[src/rtl/controlpa200_if.sv]
// controlpa200_if -- bundle between the sequencing controller and its
// neighbours (ADC capture side and the filtropa200 datapath).
//
//   habilitar   ctrl <-  enable for the sample-period counter
//   dato_listo  ctrl <-  ADC capture acknowledge (UK valid)
//   muestrear   ctrl ->  one-cycle ADC sample request
//   en1..en4    ctrl ->  datapath register enables (YK, FK, FK_1, FK_2)
//   muxS        ctrl ->  multiplicand select
//   muxC        ctrl ->  coefficient select
//   muxZ        ctrl ->  addend select
//   listo       ctrl ->  one-cycle pulse, YK holds the new sample
//   ocupado     ctrl ->  sequence in progress
//   sobrecarga  ctrl ->  sticky dropped-tick flag
//
// master = controller side, slave = datapath / environment side.
interface controlpa200_if;
  logic       habilitar;
  logic       dato_listo;
  logic       muestrear;
  logic       en1;
  logic       en2;
  logic       en3;
  logic       en4;
  logic [2:0] muxS;
  logic [1:0] muxC;
  logic [1:0] muxZ;
  logic       listo;
  logic       ocupado;
  logic       sobrecarga;

  modport master (
    input  habilitar, dato_listo,
    output muestrear, en1, en2, en3, en4, muxS, muxC, muxZ,
           listo, ocupado, sobrecarga
  );

  modport slave (
    output habilitar, dato_listo,
    input  muestrear, en1, en2, en3, en4, muxS, muxC, muxZ,
           listo, ocupado, sobrecarga
  );
endinterface

[src/rtl/controlpa200.sv]
// controlpa200 -- sequencing control for the 200 Hz high-pass datapath.
//
// A free-running period counter produces one tick every DIV cycles. Each
// tick requests an ADC sample, waits for the acknowledge and then walks the
// datapath through a fixed seven-cycle multiply-accumulate schedule:
//   f(k) = u(k) - a1*f(k-1) - a2*f(k-2)
//   y(k) = b0*f(k) + b1*f(k-1) + b0*f(k-2)
// with the datapath computing resultado = muxS_operand * muxC_coef + muxZ_operand.
//
// Ports:
//   clk    rising-edge system clock
//   reset  synchronous, active-high
//   bus    controlpa200_if.master (see interface header for signal list)
//
// Parameters:
//   DIV    clk cycles per sample period, DIV >= 12
//   ANCHO  period counter width, DIV <= 2**ANCHO
module controlpa200 #(
  parameter int DIV   = 5000,
  parameter int ANCHO = 16
) (
  input logic             clk,
  input logic             reset,
  controlpa200_if.master  bus
);

  typedef enum logic [3:0] {
    IDLE, SOLICITA, ESPERA, SHIFT, F1, F2, Y1, Y2, Y3, FIN
  } state_t;

  // All control outputs live in one packed word so the FSM can register
  // them as a unit alongside the state.
  typedef struct packed {
    logic       muestrear;
    logic       en1;
    logic       en2;
    logic       en3;
    logic       en4;
    logic [2:0] mux_s;
    logic [1:0] mux_c;
    logic [1:0] mux_z;
    logic       listo;
    logic       ocupado;
  } ctl_t;

  localparam logic [ANCHO-1:0] ULTIMO = ANCHO'(DIV - 1);

  logic [ANCHO-1:0] cuenta;
  logic             tick;
  state_t           state;
  state_t           nxt;
  ctl_t             ctl;
  logic             sobrecarga;

  // ---------------------------------------------------------------------
  // Sample-period counter. Held at zero while disabled so that re-enabling
  // always yields a full DIV-1 cycle wait before the next tick.
  // ---------------------------------------------------------------------
  always_ff @(posedge clk) begin
    if (reset)                cuenta <= '0;
    else if (!bus.habilitar)  cuenta <= '0;
    else if (cuenta == ULTIMO) cuenta <= '0;
    else                      cuenta <= cuenta + 1'b1;
  end

  assign tick = (cuenta == ULTIMO) && bus.habilitar;

  // ---------------------------------------------------------------------
  // Moore decode: one entry per state. Mux selects stay 0 outside the
  // compute states; only one enable group is active per compute cycle.
  //   muxS: 0 UK, 1 fk, 2 fk1, 3 fk2, 4 yk
  //   muxC: 0 -a1, 1 -a2, 2 b0 (b2), 3 b1
  //   muxZ: 0 UK, 1 fk, 2 yk, 3 zero
  // ---------------------------------------------------------------------
  function automatic ctl_t decode(state_t s);
    ctl_t c;
    c = '0;
    c.ocupado = (s != IDLE);
    case (s)
      SOLICITA: c.muestrear = 1'b1;
      SHIFT: begin
        // fk1 <- fk and fk2 <- fk1 on the same edge, both using old values
        c.en3 = 1'b1;
        c.en4 = 1'b1;
      end
      F1: begin                          // fk <- -a1*fk1 + UK
        c.en2   = 1'b1;
        c.mux_s = 3'd2;
        c.mux_c = 2'd0;
        c.mux_z = 2'd0;
      end
      F2: begin                          // fk <- -a2*fk2 + fk
        c.en2   = 1'b1;
        c.mux_s = 3'd3;
        c.mux_c = 2'd1;
        c.mux_z = 2'd1;
      end
      Y1: begin                          // yk <- b0*fk + 0
        c.en1   = 1'b1;
        c.mux_s = 3'd1;
        c.mux_c = 2'd2;
        c.mux_z = 2'd3;
      end
      Y2: begin                          // yk <- b1*fk1 + yk
        c.en1   = 1'b1;
        c.mux_s = 3'd2;
        c.mux_c = 2'd3;
        c.mux_z = 2'd2;
      end
      Y3: begin                          // yk <- b0*fk2 + yk
        c.en1   = 1'b1;
        c.mux_s = 3'd3;
        c.mux_c = 2'd2;
        c.mux_z = 2'd2;
      end
      FIN:     c.listo = 1'b1;
      default: ;
    endcase
    return c;
  endfunction

  // Next-state logic. The acknowledge is only looked at in ESPERA; there
  // is no timeout, a missing ADC simply stalls the controller.
  always_comb begin
    nxt = state;
    case (state)
      IDLE:     if (tick) nxt = SOLICITA;
      SOLICITA: nxt = ESPERA;
      ESPERA:   if (bus.dato_listo) nxt = SHIFT;
      SHIFT:    nxt = F1;
      F1:       nxt = F2;
      F2:       nxt = Y1;
      Y1:       nxt = Y2;
      Y2:       nxt = Y3;
      Y3:       nxt = FIN;
      FIN:      nxt = IDLE;
      default:  nxt = IDLE;
    endcase
  end

  // ---------------------------------------------------------------------
  // State and output registers. Outputs are registered from the decode of
  // the next state, so they always equal decode(state) and no input can
  // reach an output within the same cycle.
  // A tick seen outside IDLE (FIN included) is dropped and latched in the
  // sticky overrun flag; habilitar dropping mid-sequence does not abort.
  // ---------------------------------------------------------------------
  always_ff @(posedge clk) begin
    if (reset) begin
      state      <= IDLE;
      ctl        <= '0;
      sobrecarga <= 1'b0;
    end else begin
      state <= nxt;
      ctl   <= decode(nxt);
      if (tick && (state != IDLE)) sobrecarga <= 1'b1;
    end
  end

  assign bus.muestrear  = ctl.muestrear;
  assign bus.en1        = ctl.en1;
  assign bus.en2        = ctl.en2;
  assign bus.en3        = ctl.en3;
  assign bus.en4        = ctl.en4;
  assign bus.muxS       = ctl.mux_s;
  assign bus.muxC       = ctl.mux_c;
  assign bus.muxZ       = ctl.mux_z;
  assign bus.listo      = ctl.listo;
  assign bus.ocupado    = ctl.ocupado;
  assign bus.sobrecarga = sobrecarga;

endmodule

[src/flat_wrapper.sv]
// flat-port wrapper written by rule: the top's interface ports become plain ports
module controlpa200_flat 
#(
  parameter int DIV   = 5000,
  parameter int ANCHO = 16
)
  (clk, reset, bus_habilitar, bus_dato_listo, bus_muestrear, bus_en1, bus_en2, bus_en3, bus_en4, bus_muxS, bus_muxC, bus_muxZ, bus_listo, bus_ocupado, bus_sobrecarga);
  controlpa200_if bus_i ();
  input logic clk;
  input logic reset;
  input wire logic [$bits(bus_i.habilitar)-1:0] bus_habilitar;
  input wire logic [$bits(bus_i.dato_listo)-1:0] bus_dato_listo;
  output wire logic [$bits(bus_i.muestrear)-1:0] bus_muestrear;
  output wire logic [$bits(bus_i.en1)-1:0] bus_en1;
  output wire logic [$bits(bus_i.en2)-1:0] bus_en2;
  output wire logic [$bits(bus_i.en3)-1:0] bus_en3;
  output wire logic [$bits(bus_i.en4)-1:0] bus_en4;
  output wire logic [$bits(bus_i.muxS)-1:0] bus_muxS;
  output wire logic [$bits(bus_i.muxC)-1:0] bus_muxC;
  output wire logic [$bits(bus_i.muxZ)-1:0] bus_muxZ;
  output wire logic [$bits(bus_i.listo)-1:0] bus_listo;
  output wire logic [$bits(bus_i.ocupado)-1:0] bus_ocupado;
  output wire logic [$bits(bus_i.sobrecarga)-1:0] bus_sobrecarga;
  assign bus_i.habilitar = bus_habilitar;
  assign bus_i.dato_listo = bus_dato_listo;
  assign bus_muestrear = bus_i.muestrear;
  assign bus_en1 = bus_i.en1;
  assign bus_en2 = bus_i.en2;
  assign bus_en3 = bus_i.en3;
  assign bus_en4 = bus_i.en4;
  assign bus_muxS = bus_i.muxS;
  assign bus_muxC = bus_i.muxC;
  assign bus_muxZ = bus_i.muxZ;
  assign bus_listo = bus_i.listo;
  assign bus_ocupado = bus_i.ocupado;
  assign bus_sobrecarga = bus_i.sobrecarga;
  controlpa200 #(.DIV(DIV), .ANCHO(ANCHO)) u_core (.clk(clk), .reset(reset), .bus(bus_i));
endmodule
[config.mk]
export PLATFORM = sky130hd
export DESIGN_NAME = controlpa200_flat
export DESIGN_NICKNAME = d
export VERILOG_FILES = /design/src/rtl/controlpa200_if.sv /design/src/rtl/controlpa200.sv /design/src/flat_wrapper.sv
export SDC_FILE = /design/constraint.sdc
export NUM_CORES = 1
export LEC_CHECK = 0
export CAP_MARGIN = 40
export CORE_MARGIN = 1
export CORE_UTILIZATION = 57
export DETAILED_ROUTE_END_ITERATION = 12
export PLACE_DENSITY = 0.8
export SYNTH_ARGS = -nofsm -noshare
export SYNTH_HDL_FRONTEND = slang
export SYNTH_SLANG_ARGS = --single-unit
export TNS_END_PERCENT = 5
[constraint.sdc]
create_clock -name clk -period 4.24 [get_ports clk]
set_clock_uncertainty 0.1 [all_clocks]
set_input_delay 0.424 -clock clk [delete_from_list [all_inputs] [get_ports clk]]
set_output_delay 0.424 -clock clk [all_outputs]
set_load 0.02 [all_outputs]
# After elaboration in Yosys (flattened, before gate mapping)
# Index checks and enable logic that the tools add are counted.
[word_totals]
register_bits = 35
in_bits = 4
out_inout_bits = 15
[op_classes]
n_addsub = 1
eq_ne = 17
muxes = 9
n_bitwise = 1
n_reduce_logical = 8
[ops]
columns = ["op", "n"]
rows = [
  ["$pmux 4 s9", 1],
  ["$eq 4x3->1 const B", 8],
  ["$pmux 6 s5", 1],
  ["$add 16x1->16 const B", 1],
  ["$eq 16x13->1 const B", 1],
  ["$eq 4x2->1 const B", 3],
  ["$eq 4x4->1 const B", 3],
  ["$eq 4x1->1 const B", 2],
  ["$mux 4", 2],
  ["$reduce_bool 4->1", 2],
  ["$reduce_or 3->1", 2],
  ["$logic_not 4->1", 1],
  ["$mux 1", 4],
  ["$logic_and 1x1->1", 2],
  ["$mux 2", 1],
  ["$reduce_or 2->1", 1],
  ["$not 1->1", 1],
]

# Longest topological paths before layout
[logic_depth]
ltp_word = 7
mapped_depth = 6
mapped_depth_nobuf = 6

# Worst setup path after synthesis
# No wires, ideal clock.
[synth_timing]
path_type = "register to register"
from = "reg u_core.cuenta[5]"
to = "reg u_core.cuenta[2]"
setup_ps = 115
t_arrival_ps = 1773
required_ps = 4025
setup_slack_ps = 2252
path_stages_with_launch = 7
synth_period_minus_slack_ps = 1988
path_cell_list = "dfxtp_1 -> buf_6 -> or4b_4 -> or4_4 -> nand3b_4 -> buf_8 -> nor2_1"
[synth_via]
elab_chain_len = 2
[synth_lines]
columns = ["element", "line", "text"]
rows = [
  ["start, declared", "controlpa200.sv:48", "logic [ANCHO-1:0] cuenta;"],
  ["start signal, assigned", "controlpa200.sv:63", "else cuenta <= cuenta + 1'b1;"],
  ["$eq 16x13->1", "controlpa200.sv:62", "else if (cuenta == ULTIMO) cuenta <= '0;"],
  ["$reduce_or 3->1 (no line)", "--", ""],
]
# No other way between the ends.
# A chain may end at the register's enable or synchronous reset.

# Worst setup path in the final report
[layout_timing]
from = "reg u_core.cuenta[11]"
to = "reg u_core.cuenta[4]"
# The elaborated chain is that of the path after synthesis.

==> out/qor.log <==
[run_status] outcome finished, final reports clean
[route] per-cell routed wire length 13.29 um
[worst_setup_path] type of element capturing the critical path flip-flop
[global_route] all-layer global routing usage 0.2381
[logic_synthesis] biggest area contributors in the synthesized netlist dfxtp_1 47%, xor2_1 5.1%, nor2_1 5.0%, a21oi_1 2.6%, nand3_1 2.6%
[global_route] number of antenna violations at the first check in global routing 0
[worst_setup_path] worst setup path endpoint u_core.cuenta[4]
[route] routed vias 1,085
[logic_synthesis] library cells used by synthesis 41
[logic_synthesis] most frequently used cell type in the post-synthesis netlist dfxtp_1
[hold_path] path class of the lowest-slack min-delay path flip-flop to flip-flop
[timing] Total Negative Setup Slacks 0 ns
[layout] Area growth syn-to-layout 15.26%
[floorplan] DIE AREA 2588 sq um
[worst_setup_path] Reg-to-Reg End u_core.cuenta[4]
[layout] Final nets 165
[route] DR pass1 iterations 4
[route] count of nets left with antenna violations after detail routing 0
[clocking] Root Driver clkbuf_4
[floorplan] Std-Cell Rows 17
[clocking] buffers inserted during post-CTS setup optimization 0
[logic_synthesis] most numerous cell types in the synthesized netlist 32 x dfxtp_1, 18 x nor2_1, 9 x nand2_1, 8 x xor2_1
[clocking] number of CTS-inserted buffers 5
[logic_synthesis] part of the Yosys area used for sequential elements 0.4706
[worst_setup_path] startpoint of the most critical register-to-register path u_core.cuenta[11]
[worst_setup_path] type of element launching the critical path flip-flop
[worst_setup_path] number of cells on the worst reg-to-reg path 4
[clocking] number of cells upsized or downsized after cts 0
[place] routability congestion estimate from global placement 0.7823
[global_route] first-pass GRT wire length 4374 um
[worst_setup_path] Worst EP required 4.36 ns
[logic_synthesis] total standard cell area after synthesis 1361 sq um
[job] max-cap check violation count 0
[logic_synthesis] count of warnings emitted by yosys 0
[place] worst-case setup slack after placement 2.161 ns
[floorplan] Initial Utilization 0.6095
[global_route] number of global-route vias before repair 1,047
[pwr] PwrDens 311.2 nW/um^2
[pwr] Max VDD drop 223.2 uV
[route] 1st-iter DRT viols 23
[floorplan] height of the die 50.87 um
[clocking] clock tree buffer depth 2
[timing] Final Max Slew Viols 0
[logic_synthesis] top cell type's share of synthesized area 0.4706
[layout] number of filler cells placed in the layout 194
[logic_synthesis] Yosys reg bits 32
[worst_setup_path] Worst EP arrival 2.18 ns
[clocking] Worst-Skew Late Latency 0.33 ns
[worst_setup_path] class of the most critical setup path flip-flop to flip-flop
[floorplan] floorplan die width 50.87 um
[global_route] pin count of the biggest net entering global routing 17
[route] remaining design rule violation count 0
[clocking] # clock sinks 32
[route] via density per instance 5.741
[floorplan] io pins 19
[place] # port buffers 17
[global_route] Overflow after GRT 0
[clocking] TritonCTS clock tree yes
[logic_synthesis] dominant cell type by area after synthesis dfxtp_1
[timing] minimum period implied by the final worst setup slack 2.066 ns
[timing] final hold violations 0
[place] post-DP HPWL 1835 um
[layout] # diodes 0
[timing] smallest setup slack after layout 2.174 ns
[worst_setup_path] setup slack of the worst register-to-register path 2.17 ns
[route] Routed Wire Length 2512 um
[timing] unrepaired setup endpoints after global routing false
[timing] hold_ws 0.3466 ns
[clocking] CTS H-Tree Depth 2
[clocking] count of hold buffers inserted by post-cts repair 0
[logic_synthesis] Post-Synthesis Cells 143
[logic_synthesis] top flip-flop cell by instance count after synthesis dfxtp_1
[pwr] post-layout total power 488.3 uW
[logic_synthesis] synthesized net count 148
[layout] layout cell share with drive strength beyond 1 0.09938
[logic_synthesis] synthesized area per cell 9.520 sq um
[timing] Highest Clock Rate 0.4839 GHz
[logic_synthesis] async set-or-reset flop fraction in the synthesized netlist 0
[timing] # setup viols final 0
[worst_setup_path] start point of the critical path u_core.cuenta[11]
[clocking] clock-pin slew reported for the worst setup and hold paths after clock tree synthesis 0.09 ns
[logic_synthesis] number of flops mapped to enable cells by yosys 0
[pwr] Static Leak 0.5874 nW
[timing] ratio of final minimum period to clock period 0.4874
[worst_setup_path] maximum fanout count along the critical path 16
[floorplan] core region area 2233 sq um
## layer usage
metal / track usage / part of all wire / vias up
met3: 0.08929 / 0.055 / 6
li1: - / - / 535
met1: 0.2731 / 0.45 / 514
met4: 0.1343 / 0.017 / 0
met5: 0 / 0 / -
met2: 0.3800 / 0.48 / 30
## critical path, cell delays in order, from the launching register on
cell      delay [ns]
dfxtp_1         0.36
or4b_2          0.75
or4_4           0.46
nand3b_4        0.21
nor2_1          0.09
## placed cells by master (no fill, tap or decap), types with 2 or more instances in the layout
cell,netlist,layout
nor2_1,18,18
dfxtp_1,32,32
nand4_1,4,4
nand3b_1,2,2
nor3_1,2,2
or3_1,4,4
nand3_1,7,7
o21ai_0,5,5
nand2_1,9,9
clkdlybuf4s50_1,0,17
nand4b_1,2,2
or2_2,2,2
clkbuf_4,0,5
inv_1,4,4
a21oi_1,7,7
or4_1,2,2
or4b_2,2,2
and2_1,3,3
clkbuf_1,2,2
xor2_1,8,8
and3_1,3,3
xnor2_1,2,2
## logic make-up (layout without fill, tap and decap cells)
group / after synthesis / count (layout) / share of synthesized area
and+or+nand+nor: 69 / 69 / 0.3143
DFF: 32 / 32 / 0.4706
AOI/OAI and AO/OA: 19 / 19 / 0.08640
buffers and inverters: 11 / 29 / 0.05238
xor gates and xnor gates: 10 / 10 / 0.06434
adders and majority gates: 1 / 1 / 0.009190
other: 1 / 1 / 0.002755
## power breakdown
group / switching (mW) / internal, mW / total, mW
Clock: 0.0939 / 0.0817 / 0.176
Sequential: 0.000568 / 0.301 / 0.302
Combinational: 0.00641 / 0.00461 / 0.0110
## state kept, by name, summed over array words and instances (netlist names)
signal                 count
u_core.bus.ocupado         1
u_core.bus.listo           1
u_core.bus.muxZ            1
u_core.bus.muxS            2
u_core.bus.en1             1
u_core.bus.en2             1
u_core.bus.muxC            2
u_core.bus.en4             1
u_core.bus.muestrear       1
u_core.state               4
u_core.cuenta             16
u_core.bus.sobrecarga      1
## layout make-up
type | instances | area (sq um) | share of cell area
Multi-Input combinational cell | 100 | 649.4 | 0.4139
Sequential cell | 32 | 640.6 | 0.4083
Timing Repair Buffer | 17 | 170.2 | 0.1085
Clock buffer | 8 | 58.81 | 0.03748
Tap cell | 28 | 35.03 | 0.02233
Inverter | 4 | 15.01 | 0.009569
## how the worst min path moves through the flow
stage                                     start                     to  slack (ns)  cells past startpoint
after detailed placement       u_core.cuenta[0]       u_core.cuenta[0]        0.34                      1
after CTS                      u_core.cuenta[0]       u_core.cuenta[0]        0.35                      1
after floorplan                u_core.cuenta[0]       u_core.cuenta[0]        0.31                      1
after global routing      u_core.bus.sobrecarga  u_core.bus.sobrecarga        0.39                      2
after global placement         u_core.cuenta[0]       u_core.cuenta[0]        0.32                      1
final                          u_core.cuenta[0]       u_core.cuenta[0]        0.35                      1
## through the flow
stage | instances | util | area [sq um]
CTS | 189 | 0.7025 | 1569
detailed placement | 181 | 0.6762 | 1510
floorplan | 143 | - | 1361
finish | 189 | 0.7025 | 1569
global placement | 181 | 0.6762 | 1510
global route | 189 | 0.7025 | 1569
Note: power is estimated with default switching activity, not from simulation.
==> edit 1 (same settings) <==
`ANCHO` is set to 16 in 2 places; all go to 8.
--- a/src/rtl/controlpa200.sv
+++ b/src/rtl/controlpa200.sv
@@ -17,7 +17,7 @@
 //   ANCHO  period counter width, DIV <= 2**ANCHO
 module controlpa200 #(
   parameter int DIV   = 5000,
-  parameter int ANCHO = 16
+  parameter int ANCHO = 8
 ) (
   input logic             clk,
   input logic             reset,
--- a/src/flat_wrapper.sv
+++ b/src/flat_wrapper.sv
@@ -2,7 +2,7 @@
 module controlpa200_flat 
 #(
   parameter int DIV   = 5000,
-  parameter int ANCHO = 16
+  parameter int ANCHO = 8
 )
   (clk, reset, bus_habilitar, bus_dato_listo, bus_muestrear, bus_en1, bus_en2, bus_en3, bus_en4, bus_muxS, bus_muxC, bus_muxZ, bus_listo, bus_ocupado, bus_sobrecarga);
   controlpa200_if bus_i ();
Behaviour: no difference found for any inputs over 10 cycles, from zero or initial values and one cycle with reset high; that may be too few to reach the edited logic, so the function may still have changed.
==> edit 1 against the original RTL <==
Area after synthesis decreased by 30%; synthesized cell count decreased by 31%; setup slack improved by 0.27 ns; total power decreased by 28%; largest power group unchanged; wire length decreased by 41%; critical path depth decreased by 3; sequential cell count decreased by 8; design area decreased by 29%; register-to-register slack improved by 0.51 ns; worst hold slack improved by 0.010 ns.
==> edit 1: results (changes against the original RTL) <==
global_route:
  use_met1_pct: 25.88  # was 27.31%
  use_met2_pct: 27.27  # was 38.00%
  grt_pass1_wl_um: 2608  # was 4374 um
  grt_start_max_net_pins: 14  # was 17
  grt_use_total_pct: 19.01  # was 23.81%
  met3_usage_pct: 6.809  # was 8.929%
place:
  gp_congestion: 0.7511  # was 0.7823
run_status:
  status: "completed"  # unchanged
clock_network:
  cts_made_buffers: 3  # was 5
  path_clk_slew_ns: 0.12  # was 0.09 ns
  clk_latency_ns: 0.31  # was 0.33 ns
  cts_max_level: 1  # was 2
setup_path:
  cp_top_family: "buffers and inverters"  # was simple AND/OR/NAND/NOR gates
  max_stage_delay_ns: 0.61  # was 0.75 ns
  crit_slowest_cell: "clkdlybuf4s50_1"  # was or4b_2
  critPathMaxFanout: 2  # was 16
  arrival_ns: 1.27  # was 2.18 ns
synth:
  yosys-top-cells-area: "dfxtp_1 51%, nor2_1 4.7%, a21oi_1 3.7%"  # was dfxtp_1 47%, xor2_1 5.1%, nor2_1 5.0%
  synth_commonest_cells: "24 x dfxtp_1, 12 x nor2_1, 7 x a21oi_1"  # was 32 x dfxtp_1, 18 x nor2_1, 9 x nand2_1
  ys_seq_area_share_pct: 50.66  # was 47.06%
  synth.distinct_cells: 32  # was 41
route:
  drt_iter0_markers: 6  # was 23
  drt-wirelength-per-cell_um: 11.52  # was 13.29 um
finish:
  layout.nets: 118  # was 165
  fill_cells: 112  # was 194
  largestRegisters: "u_core.cuenta: 8 flops, u_core.state: 4 flops"  # was u_core.cuenta: 16 flops, u_core.state: 4 flops
power:
  p_leak_nw: 0.4072  # was 0.5874 nW
  peakVddDrop_mv: 0.2663  # was 0.2232 mV
[edit 1: changes by cell type in the layout (fill, tap and decap cells not counted), moves of 3 or more]
cell,before,now
and2_1,3,0
nand4_1,4,1
nand3_1,7,4
nor2_1,18,12
nand2_1,9,6
dfxtp_1,32,24
and3_1,3,0
xor2_1,8,4
[edit 1: worst paths after layout]
kind / cells after the start / slack (ns) / to / start
worst max-delay path: 1 / 2.44 / bus_muxZ[1] / u_core.bus.muxC[1]
worst min-delay path: 1 / 0.36 / u_core.cuenta[0] / u_core.cuenta[0]
worst max register to register: 3 / 2.68 / u_core.bus.en4 / u_core.state[0]
worst min register to register: 1 / 0.36 / u_core.cuenta[0] / u_core.cuenta[0]
[edit 1: kinds of logic after synthesis]
logic type / share of synthesized area, %
and+or+nand+nor: 20.45
xor gates and xnor gates: 5.541
other: 0.3954
adders and majority gates: 1.319
AOI/OAI and AO/OA: 14.25
DFF: 50.66
buffers and inverters: 7.387
[edit 1: stage by stage]
stage          setup WS, ns  util (%)  total power [mW]  std cells
2_1_floorplan         2.773         -            0.2381         99
3_3_place_gp          2.273     71.10            0.2410        124
3_5_place_dp          2.243     71.10            0.2413        124
4_1_cts               2.421     73.48            0.3582        128
5_1_grt               2.385     73.48            0.3672        128
6_report              2.443     73.48            0.3526        128
[edit 1: final cells by class]
type                    instances  share of cell area (%)
well taps                      16                   1.788
clock buffers                   4                   3.240
flip-flops and latches         24                   42.91
repair buffers                 17                   15.20
multi-input cells              63                   35.53
inverters                       4                   1.341
[edit 1: worst register-to-register path, cell delays in order, from the launching register on]
cell	delay (ns)
dfxtp_1	0.44
or4b_4	0.59
o31a_4	0.15
a211oi_2	0.21
[edit 1: where the power goes]
part / internal [mW] / leakage [nW] / total, mW / switching (mW)
Clock: 0.0525 / 0.0210 / 0.116 / 0.0640
Combinational: 0.00398 / 0.193 / 0.00919 / 0.00521
Sequential: 0.226 / 0.194 / 0.227 / 0.000590
[edit 1: metal layers]
metal  share of wire, %  wire [um]  up-vias
met4                1.3         19        0
met5                  0          0        -
met1                 52        763      309
li1                   -          -      368
met2                 42        621       15
met3                4.7         70        2
==> edit 2 (same flow settings) <==
Without the edit above. The 10 states of `state_t` get a one-hot encoding in 10 bits.
--- a/src/rtl/controlpa200.sv
+++ b/src/rtl/controlpa200.sv
@@ -24,8 +24,8 @@
   controlpa200_if.master  bus
 );
 
-  typedef enum logic [3:0] {
-    IDLE, SOLICITA, ESPERA, SHIFT, F1, F2, Y1, Y2, Y3, FIN
+  typedef enum logic [9:0] {
+    IDLE = 10'b0000000001, SOLICITA = 10'b0000000010, ESPERA = 10'b0000000100, SHIFT = 10'b0000001000, F1 = 10'b0000010000, F2 = 10'b0000100000, Y1 = 10'b0001000000, Y2 = 10'b0010000000, Y3 = 10'b0100000000, FIN = 10'b1000000000
   } state_t;
 
   // All control outputs live in one packed word so the FSM can register
Function: same outputs for any inputs over 10 cycles, from zero or initial values and one cycle with reset high; not proved beyond that.
==> edit 2 against the original RTL <==
Via count is 15% higher; design area is 19% higher; sequential cell count is 6 higher; total power is 27% higher; area after synthesis is 20% higher; clock power is 44% higher; setup slack better by 0.0019 ns; first-iteration DRC count is 57% higher; die area is 19% higher; wire length is 21% higher; count of clock-buffer cells in the layout is 2 lower; cell count is 16% higher; synthesized cell count is 22% higher; largest power group unchanged; highest routed layer unchanged.
==> edit 2: results (changes against the original RTL) <==
run_status:
  status: "completed"  # unchanged
place:
  dp_hpwl_um: 2122  # was 1835 um
  port_buffers: 17  # unchanged
  dp_cells: 212  # was 181
  placed_cell_area_sq_um: 1783  # was 1510 sq um
  gp_congestion: 0.7868  # was 0.7823
  post-place-ws_ns: 2.041  # was 2.161 ns
setup_path:
  startpoint: "u_core.state[4]"  # was u_core.cuenta[11]
  arrival_ns: 2.20  # was 2.18 ns
  max_stage_delay_ns: 0.59  # was 0.75 ns
  crit_slowest_cell: "or4_4"  # was or4b_2
  critPathMaxFanout: 13  # was 16
  path_class: "reg2reg"  # unchanged
clock_network:
  cts_max_level: 2  # unchanged
  cts_made_buffers: 5  # unchanged
  clk_latency_ns: 0.34
  path_clk_slew_ns: 0.11  # was 0.09 ns
route:
  drc_errors: 0  # unchanged
  drt_iter0_markers: 36  # was 23
  dr_wl_met2_um: 1546  # was 1208 um
  drt_wl_total_um: 3028  # was 2512 um
  top_layer: "met4"  # unchanged
  dr_wl_met3_um: 118  # was 139 um
  drt-wirelength-per-cell_um: 13.83  # was 13.29 um
  vias_per_cell: 5.699  # was 5.741
  drt_first_pass_iters: 4  # unchanged
  drt-met1-wl_um: 1315  # was 1122 um
finish:
  largestRegisters: "u_core.cuenta: 16 flops, u_core.state: 10 flops"  # was u_core.cuenta: 16 flops, u_core.state: 4 flops
  layout.nets: 193  # was 165
  antenna_cells: 0  # unchanged
  fill_cells: 233  # was 194
  drive_gt1_share_pct: 12.77  # was 9.938%
global_route:
  use_met1_pct: 25.30  # was 27.31%
  use_met2_pct: 38.21  # was 38.00%
  grt_use_total_pct: 21.81  # was 23.81%
  grt-busiest-layer: "met2"  # unchanged
  met3_usage_pct: 6.323  # was 8.929%
  antenna_found_initial: 0  # unchanged
  grt_pass1_wl_um: 5223  # was 4374 um
  grt_pass1_vias: 1172  # was 1047
worst_hold_path:
  min_from: "u_core.bus.sobrecarga"  # was u_core.cuenta[0]
  min_path_type: "reg2reg"  # unchanged
synth:
  yosys_warnings: 0  # unchanged
  async_reset_ff_share_pct: 0  # unchanged
  synth.distinct_cells: 45  # was 41
  yosys-top-cells-area: "dfxtp_1 47%, xnor2_1 6.5%, nor2_1 5.1%"  # was dfxtp_1 47%, xor2_1 5.1%, nor2_1 5.0%
  synth_nets: 179  # was 148
  postSynthCellCount: 174  # was 143
  synth_commonest_cells: "38 x dfxtp_1, 22 x nor2_1, 12 x xnor2_1"  # was 32 x dfxtp_1, 18 x nor2_1, 9 x nand2_1
  ys_seq_area_share_pct: 46.73  # was 47.06%
power:
  peakVddDrop_mv: 0.2869  # was 0.2232 mV
  switching_power_uw: 123.4  # was 100.8 uW
  p_leak_nw: 0.6544  # was 0.5874 nW
sta:
  finalSetupTns_ns: 0  # unchanged
edit 2: cell count changes after synthesis, moves of 3 or more:
cell     delta
nand2_1     -5
and2_1      -3
a21oi_1     -4
nor3_1      +8
nor4_1      +5
buf_2       +4
and3_1      +4
nor2_1      +4
xor2_1      -3
dfxtp_1     +6
or3_1       -3
xnor2_1    +10
edit 2: critical path: cells and delay by family, from the launching register on:
family	cells	cell delay, ns
AND/OR/NAND/NOR	2	1.11
flip-flops	1	0.47
AO/OA/AOI/OAI	1	0.28
edit 2: path summary, 6_finish.rpt:
check / end / slack, ns / cells past startpoint
hold / removal: u_core.bus.sobrecarga / 0.39 / 2
hold reg to reg: u_core.bus.sobrecarga / 0.39 / 2
setup reg to reg: u_core.state[0] / 2.18 / 3
setup / recovery: u_core.state[0] / 2.18 / 3
edit 2: logic make-up after synthesis:
logic type,share of synthesized area [%]
other,0.2304
multiplexers,0.6917
flip-flops,46.73
adder cells (fa/ha/maj),0.7685
AO/OA/AOI/OAI,6.688
buffers and inverters,4.458
AND/OR/NAND/NOR,31.28
XOR/XNOR,9.147
edit 2: area by class of cell:
cell class,count,area [sq um],area share (%)
Timing Repair Buffer,17,170.2,9.127
Clock buffer,6,51.30,2.752
Sequential cell,38,760.7,40.81
Clock inverter,1,30.03,1.611
Tap cell,31,38.79,2.081
Inverter,5,18.77,1.007
Multi-Input combinational cell,121,794.5,42.62
edit 2: power groups by stage:
stage	clock network [mW]	registers (mW)	logic [mW]
floorplan	0	0.367	0.00674
global placement	0	0.367	0.00950
detailed placement	0	0.367	0.00991
CTS	0.258	0.359	0.00993
global route	0.272	0.359	0.0111
finish	0.254	0.359	0.00978
